===== config.mk =====
export PLATFORM = sky130hd
export DESIGN_NAME = host_seq
export DESIGN_NICKNAME = d
export VERILOG_FILES = /design/src/rtl/host_seq.sv
export SDC_FILE = /design/constraint.sdc
export NUM_CORES = 1
export LEC_CHECK = 0
export ABC_CLOCK_PERIOD_IN_PS = 5630
export CORE_ASPECT_RATIO = 0.75
export CORE_MARGIN = 4
export CORE_UTILIZATION = 47
export CTS_CLUSTER_DIAMETER = 60
export DETAILED_ROUTE_END_ITERATION = 8
export HOLD_SLACK_MARGIN = 0.12
export PLACE_DENSITY_LB_ADDON = 0.2
export SLEW_MARGIN = 10
export SYNTH_ARGS = -nofsm -noshare
export SYNTH_HDL_FRONTEND = slang
export SYNTH_SLANG_ARGS = --single-unit

===== constraint.sdc =====
create_clock -name clk -period 5.63 [get_ports clk]
set_input_delay 0.8445 -clock clk [delete_from_list [all_inputs] [get_ports clk]]
set_output_delay 0.8445 -clock clk [all_outputs]
set_load 0.02 [all_outputs]

===== src/rtl/host_seq.sv =====
// host_seq: sequences WRITE / READ / POLL commands into single-beat AXI-Lite transactions, one response per command.
// Build option: define HOST_SEQ_STATS_EN to add the stat_wr / stat_rd / stat_err traffic counters.
module host_seq #(
    parameter int POLL_GAP   = 4,
    parameter int POLL_LIMIT = 65535
) (
    input  logic        clk,
    input  logic        aresetn,
    input  logic        cmd_valid,
    output logic        cmd_ready,
    input  logic [1:0]  cmd_op,
    input  logic [31:0] cmd_addr,
    input  logic [63:0] cmd_wdata,
    input  logic [7:0]  cmd_wstrb,
    output logic        rsp_valid,
    input  logic        rsp_ready,
    output logic [63:0] rsp_data,
    output logic [1:0]  rsp_err,
    output logic [31:0] M_AXI_AWADDR,
    output logic        M_AXI_AWVALID,
    input  logic        M_AXI_AWREADY,
    output logic [63:0] M_AXI_WDATA,
    output logic [7:0]  M_AXI_WSTRB,
    output logic        M_AXI_WVALID,
    input  logic        M_AXI_WREADY,
    input  logic [1:0]  M_AXI_BRESP,
    input  logic        M_AXI_BVALID,
    output logic        M_AXI_BREADY,
    output logic [31:0] M_AXI_ARADDR,
    output logic        M_AXI_ARVALID,
    input  logic        M_AXI_ARREADY,
    input  logic [63:0] M_AXI_RDATA,
    input  logic [1:0]  M_AXI_RRESP,
    input  logic        M_AXI_RVALID,
    output logic        M_AXI_RREADY
`ifdef HOST_SEQ_STATS_EN
    ,
    output logic [31:0] stat_wr,
    output logic [31:0] stat_rd,
    output logic [15:0] stat_err
`endif
);

    localparam logic [1:0]  OP_WR    = 2'd0;
    localparam logic [1:0]  OP_RD    = 2'd1;
    localparam logic [1:0]  OP_POLL  = 2'd2;
    localparam logic [1:0]  OP_RSV   = 2'd3;
    localparam logic [15:0] POLL_MAX = 16'(POLL_LIMIT);
    localparam logic [15:0] GAP_LAST = 16'(POLL_GAP - 1);

    typedef enum logic [2:0] {IDLE, WR, WB, RA, RD, GAP, RSP} state_t;

    state_t      state;
    state_t      state_nx;
    logic [1:0]  op_q;
    logic [31:0] addr_q;
    logic [63:0] wdata_q;
    logic [7:0]  wstrb_q;
    logic        aw_done;
    logic        w_done;
    logic [15:0] poll_cnt;
    logic [15:0] gap_cnt;
    logic        accept;
    logic        aw_hs;
    logic        w_hs;
    logic        b_hs;
    logic        r_hs;
    logic        match;
    logic        poll_last;
    logic        poll_done;
    logic [1:0]  r_err;

    assign accept    = cmd_valid && cmd_ready;
    assign aw_hs     = M_AXI_AWVALID && M_AXI_AWREADY;
    assign w_hs      = M_AXI_WVALID && M_AXI_WREADY;
    assign b_hs      = M_AXI_BVALID && M_AXI_BREADY;
    assign r_hs      = M_AXI_RVALID && M_AXI_RREADY;
    // The read being completed now is read number poll_cnt+1.
    assign poll_last = ({1'b0, poll_cnt} + 17'd1) >= {1'b0, POLL_MAX};
    // Error and match outrank timeout, so a match on the final allowed read still succeeds.
    assign poll_done = (op_q != OP_POLL) || (M_AXI_RRESP != 2'd0) || match || poll_last;
    assign r_err     = (M_AXI_RRESP != 2'd0) ? 2'd1 :
                       (op_q == OP_POLL && !match && poll_last) ? 2'd2 : 2'd0;

    // Address and data come straight from the latched command, so they stay stable while VALID waits.
    assign M_AXI_AWADDR = addr_q;
    assign M_AXI_ARADDR = addr_q;
    assign M_AXI_WDATA  = wdata_q;
    assign M_AXI_WSTRB  = wstrb_q;

    // Masked compare of read data against the POLL match value; an empty mask always matches.
    always_comb begin
        match = 1'b1;
        for (int i = 0; i < 8; i++)
            if (wstrb_q[i] && (M_AXI_RDATA[8*i +: 8] != wdata_q[8*i +: 8]))
                match = 1'b0;
    end

    // State register.
    always_ff @(posedge clk or negedge aresetn) begin
        if (!aresetn)
            state <= IDLE;
        else
            state <= state_nx;
    end

    // Next-state logic.
    always_comb begin
        state_nx = state;
        case (state)
            IDLE: if (accept)
                      state_nx = (cmd_op == OP_WR) ? WR : (cmd_op == OP_RSV) ? RSP : RA;
            WR:   if ((aw_done || aw_hs) && (w_done || w_hs))
                      state_nx = WB;
            WB:   if (M_AXI_BVALID)
                      state_nx = RSP;
            RA:   if (M_AXI_ARREADY)
                      state_nx = RD;
            RD:   if (M_AXI_RVALID)
                      state_nx = poll_done ? RSP : (POLL_GAP == 0) ? RA : GAP;
            GAP:  if (gap_cnt == GAP_LAST)
                      state_nx = RA;
            RSP:  if (rsp_ready)
                      state_nx = IDLE;
            default: state_nx = IDLE;
        endcase
    end

    // Outputs decoded from state; reset forces IDLE, so every valid drops the moment reset asserts.
    always_comb begin
        cmd_ready     = aresetn && (state == IDLE);
        M_AXI_AWVALID = (state == WR) && !aw_done;
        M_AXI_WVALID  = (state == WR) && !w_done;
        M_AXI_BREADY  = (state == WB);
        M_AXI_ARVALID = (state == RA);
        M_AXI_RREADY  = (state == RD);
        rsp_valid     = (state == RSP);
    end

    // Capture the command on accept.
    always_ff @(posedge clk or negedge aresetn) begin
        if (!aresetn) begin
            op_q    <= 2'd0;
            addr_q  <= 32'd0;
            wdata_q <= 64'd0;
            wstrb_q <= 8'd0;
        end else if (accept) begin
            op_q    <= cmd_op;
            addr_q  <= cmd_addr;
            wdata_q <= cmd_wdata;
            wstrb_q <= cmd_wstrb;
        end
    end

    // Track AW and W handshakes independently so either may finish first.
    always_ff @(posedge clk or negedge aresetn) begin
        if (!aresetn) begin
            aw_done <= 1'b0;
            w_done  <= 1'b0;
        end else if (accept) begin
            aw_done <= 1'b0;
            w_done  <= 1'b0;
        end else begin
            if (aw_hs)
                aw_done <= 1'b1;
            if (w_hs)
                w_done <= 1'b1;
        end
    end

    // Poll read counter (saturating) and inter-poll gap timer.
    always_ff @(posedge clk or negedge aresetn) begin
        if (!aresetn) begin
            poll_cnt <= 16'd0;
            gap_cnt  <= 16'd0;
        end else begin
            if (accept)
                poll_cnt <= 16'd0;
            else if (r_hs && poll_cnt != POLL_MAX)
                poll_cnt <= poll_cnt + 16'd1;
            gap_cnt <= (state == GAP) ? gap_cnt + 16'd1 : 16'd0;
        end
    end

    // Response data and error; a WRITE or reserved op reports zero data.
    always_ff @(posedge clk or negedge aresetn) begin
        if (!aresetn) begin
            rsp_data <= 64'd0;
            rsp_err  <= 2'd0;
        end else if (accept) begin
            rsp_data <= 64'd0;
            rsp_err  <= (cmd_op == OP_RSV) ? 2'd3 : 2'd0;
        end else if (b_hs) begin
            rsp_err  <= {1'b0, M_AXI_BRESP != 2'd0};
        end else if (r_hs) begin
            rsp_data <= M_AXI_RDATA;
            rsp_err  <= r_err;
        end
    end

`ifdef HOST_SEQ_STATS_EN
    // Free-running traffic counters, cleared only by reset.
    always_ff @(posedge clk or negedge aresetn) begin
        if (!aresetn) begin
            stat_wr  <= 32'd0;
            stat_rd  <= 32'd0;
            stat_err <= 16'd0;
        end else begin
            if (b_hs)
                stat_wr <= stat_wr + 32'd1;
            if (r_hs)
                stat_rd <= stat_rd + 32'd1;
            if (rsp_valid && rsp_ready && rsp_err != 2'd0)
                stat_err <= stat_err + 16'd1;
        end
    end
`endif

endmodule


==> impl_metrics.ini <==
[floorplanning]
die_w_um = 171.4
row_count = 44
start_util_pct = 48.31
die_h_um = 130.6
die_area_um2 = 22380
core_area_um2 = 19490
ioPinCount = 392

[timing]
setup_tns_ns = 0
period_minus_slack_ns = 3.554
worstMarginPinSlew_ns = 0.9356
timing.fmax_mhz = 281.4
rsz0062_at_grt = false
slew_violations = 0
setup_viol_count_final = 0
finalCritPeriodShare_pct = 63.12
whs_ns = 0.3843
slew_headroom_pct = 37.40
hold_viol = 0
skew_ns = 0.009353

[yosys]
yosysMostFrequentCell = nand2_1
syn_area_per_cell_um2 = 9.548
ys_seq_area_share_pct = 55.56
async_flop_share_pct = 100.0
synthesis.nets = 1172
synth_compound_area_share_pct = 11.12
synth_area_leaders = dfrtp_1 (56%), nand2_1 (14%), xnor2_1 (6.7%), a22o_1 (6.0%), buf_4 (2.7%)
synth.top_cells.by_count = nand2_1 (347), dfrtp_1 (209), xnor2_1 (72), a22o_1 (64), clkbuf_1 (37)
syn_area_um2 = 9414
muxShareOfSynthArea_pct = 0.1063
synth_xor_area_share_pct = 7.257
synthFlopType = dfrtp_1
yosysTopAreaCell = dfrtp_1
ys_ff_latch = 209
ys_types = 48
synthDominantCellAreaShare_pct = 55.56
synthSimpleGateAreaFrac_pct = 20.72
synthAdderAreaFrac_pct = 0.3987
synth_edf_count = 0
synth_top_family_by_area = simple AND/OR/NAND/NOR gates
synthesis.instances = 986
ys_warn_count = 0

[power_and_ir_drop]
power.leakage_nw = 6.284
p_sw_w = 0.003091
pwr-share-seq_pct = 33.4
p_int_w = 0.004749
p_sw_share_pct = 39.42
ir_drop_v = 0.0002837
p_clk_share_pct = 19.0
p_per_area_nw_per_um2 = 558.1
total_power_w = 0.007840
comb_power_share_pct = 47.6

[worst_setup_path]
start_kind = input pin
path_max_fanout = 82
end_kind = output port
r2r_end = poll_cnt[8]$_DFFE_PN0P_
required_ns = 4.79
crit_arrival_ns = 2.71
critical_path_buf_inv_count = 2
slowest_stage = clkdlybuf4s50_1
cp_cell_sequence = clkbuf_8 -> nor4b_2 -> clkdlybuf4s50_1
ff2ff_path_depth = 9
critPathMaxStageDelay_ns = 0.75
critical-path-top-delay-family = buffers and inverters
r2r-start = state[2]$_DFFE_PN0P_
r2r_slack_ns = 2.25
path_class = input pin to output port

[drt]
drc = 0
postRouteAntennaNets = 0
dr.first_iter.drc_count = 733
routed_via_density = 5.329
routedWlPerCell_um = 19.62
wirelength_um = 31340
via_count = 8510
drtPass1Iterations = 7

[grt]
grt.met1_usage_pct = 34.57
grt_pass1_wl_um = 47620
grt_max_degree = 83
busiest_layer = met2
grt_overflow_total = 0
antenna_found_initial = 1
met2_usage_pct = 44.70
grt.met3_usage_pct = 7.820
track_usage_pct = 27.08
grt_pass1_vias = 8632

[final_layout]
area.growth.synth_to_final_pct = 49.22
nets = 1514
final_util_pct = 72.08
diodes = 0
final_area_um2 = 14050
post_route_cells_drive_above_1_share_pct = 3.943

[clocking]
clock-sinks = 209
post_cts_resized = 0
clk_latency_ns = 0.50
cts_max_level = 1
cts_tree = yes
cts_root_buffer = clkbuf_16
cts_buffers = 23
clockBufferDepth = 3
ctsHoldBuffers = 0
clkTransAtPathRegs_ns = 0.06
post_cts_buffers = 0

[placed_design]
place_congestion = 0.8652
portBuffers = 391
dpl.hpwl_um = 22670
placed_area_um2 = 13290

[run]
max_cap_viol_count = 0

[run_status]
status = finished, final reports clean

[worst_hold_path]
hp-class = input pin to asynchronous set/reset pin
==> power by group through the flow <==
stage | Clock, W | Sequential [W] | Combinational [W]
after global routing | 0.00159 | 0.00269 | 0.00398
after CTS | 0.00152 | 0.00261 | 0.00377
after global placement | 0 | 0.00260 | 0.00369
after detailed placement | 0 | 0.00261 | 0.00375
final | 0.00149 | 0.00262 | 0.00373
after floorplan | 0 | 0.00316 | 0.00139
==> sequential cells by signal (all words and copies together) (netlist names) <==
register,count
state,3
aw_done,1
op_q,2
gap_cnt,16
poll_cnt,16
w_done,1
M_AXI_WSTRB,8
rsp_data,64
M_AXI_ARADDR,32
M_AXI_WDATA,64
rsp_err,2
==> how the worst max path moves through the flow <==
stage	startpoint	depth (start not counted)	slack, ns	to
after detailed placement	aresetn	6	1.79	rsp_data[25]$_DFFE_PN0P_
after global routing	aresetn	3	1.95	cmd_ready
after floorplan	aresetn	7	3.07	M_AXI_ARADDR[14]$_DFFE_PN0P_
after CTS	aresetn	3	2.06	cmd_ready
after global placement	aresetn	6	1.86	rsp_data[7]$_DFFE_PN0P_
final	aresetn	3	2.08	cmd_ready
==> worst reg2reg max path: stages (launching register included) <==
cell     delay [ns]
dfrtp_1        0.64
nor2b_1        0.29
nor2b_1        0.31
and2_2         0.45
buf_4          0.62
o31ai_2        0.34
buf_4          0.27
a31oi_1        0.17
o21ai_1        0.08
o41ai_1        0.10
==> cell families after synthesis <==
logic type,count (synthesis)
XOR/XNOR,78
AO/OA/AOI/OAI,147
multiplexers,1
flip-flops,209
buffers and inverters,87
AND/OR/NAND/NOR,461
adder cells (fa/ha/maj),3
==> layout by cell type (no fill, tap or decap), types with 2 or more instances in the layout <==
cell type        instances
clkdlybuf4s50_1        390
nand3_1                 14
clkbuf_8                 8
xnor2_1                 72
nor4_1                   5
nor3_1                   3
and3_1                   8
a21oi_1                 12
nand2b_1                 2
a22o_1                  64
and2_1                   6
buf_4                    7
a22oi_1                  2
o21ai_1                 28
xor2_1                   6
inv_1                    5
nor2_1                  31
o31ai_1                  5
nand2_1                346
clkinv_2                 2
nor2b_1                  5
a211oi_1                 2
dfrtp_1                209
or2_1                    2
nand4_1                 23
clkbuf_1                 5
o21ai_0                 15
or3_1                    4
nor3b_1                  2
clkbuf_16               23
a31oi_1                  8
ha_1                     3
==> layer usage <==
layer / up-vias / wire length, um
met2: 403 / 14790
met1: 4069 / 12350
met3: 73 / 2900
met5: - / 13
li1: 3963 / -
met4: 2 / 1282
==> final cells by class <==
type                       instances  area (um2)
clock inverter                     6       65.06
inverter                           6       22.52
fill                            1487        5441
sequential                       209        5230
clock buffer                      35       690.7
tap                              253       316.6
multi-input combinational        690        3752
timing repair buffer             398        3970
==> through the flow <==
step | setup slack (ns) | std cells
after floorplan | 3.070 | 986
after global placement | 1.861 | 1556
after detailed placement | 1.791 | 1556
after CTS | 2.057 | 1597
after global routing | 1.947 | 1597
final | 2.076 | 1597
Note: power is estimated with default switching activity, not from simulation.
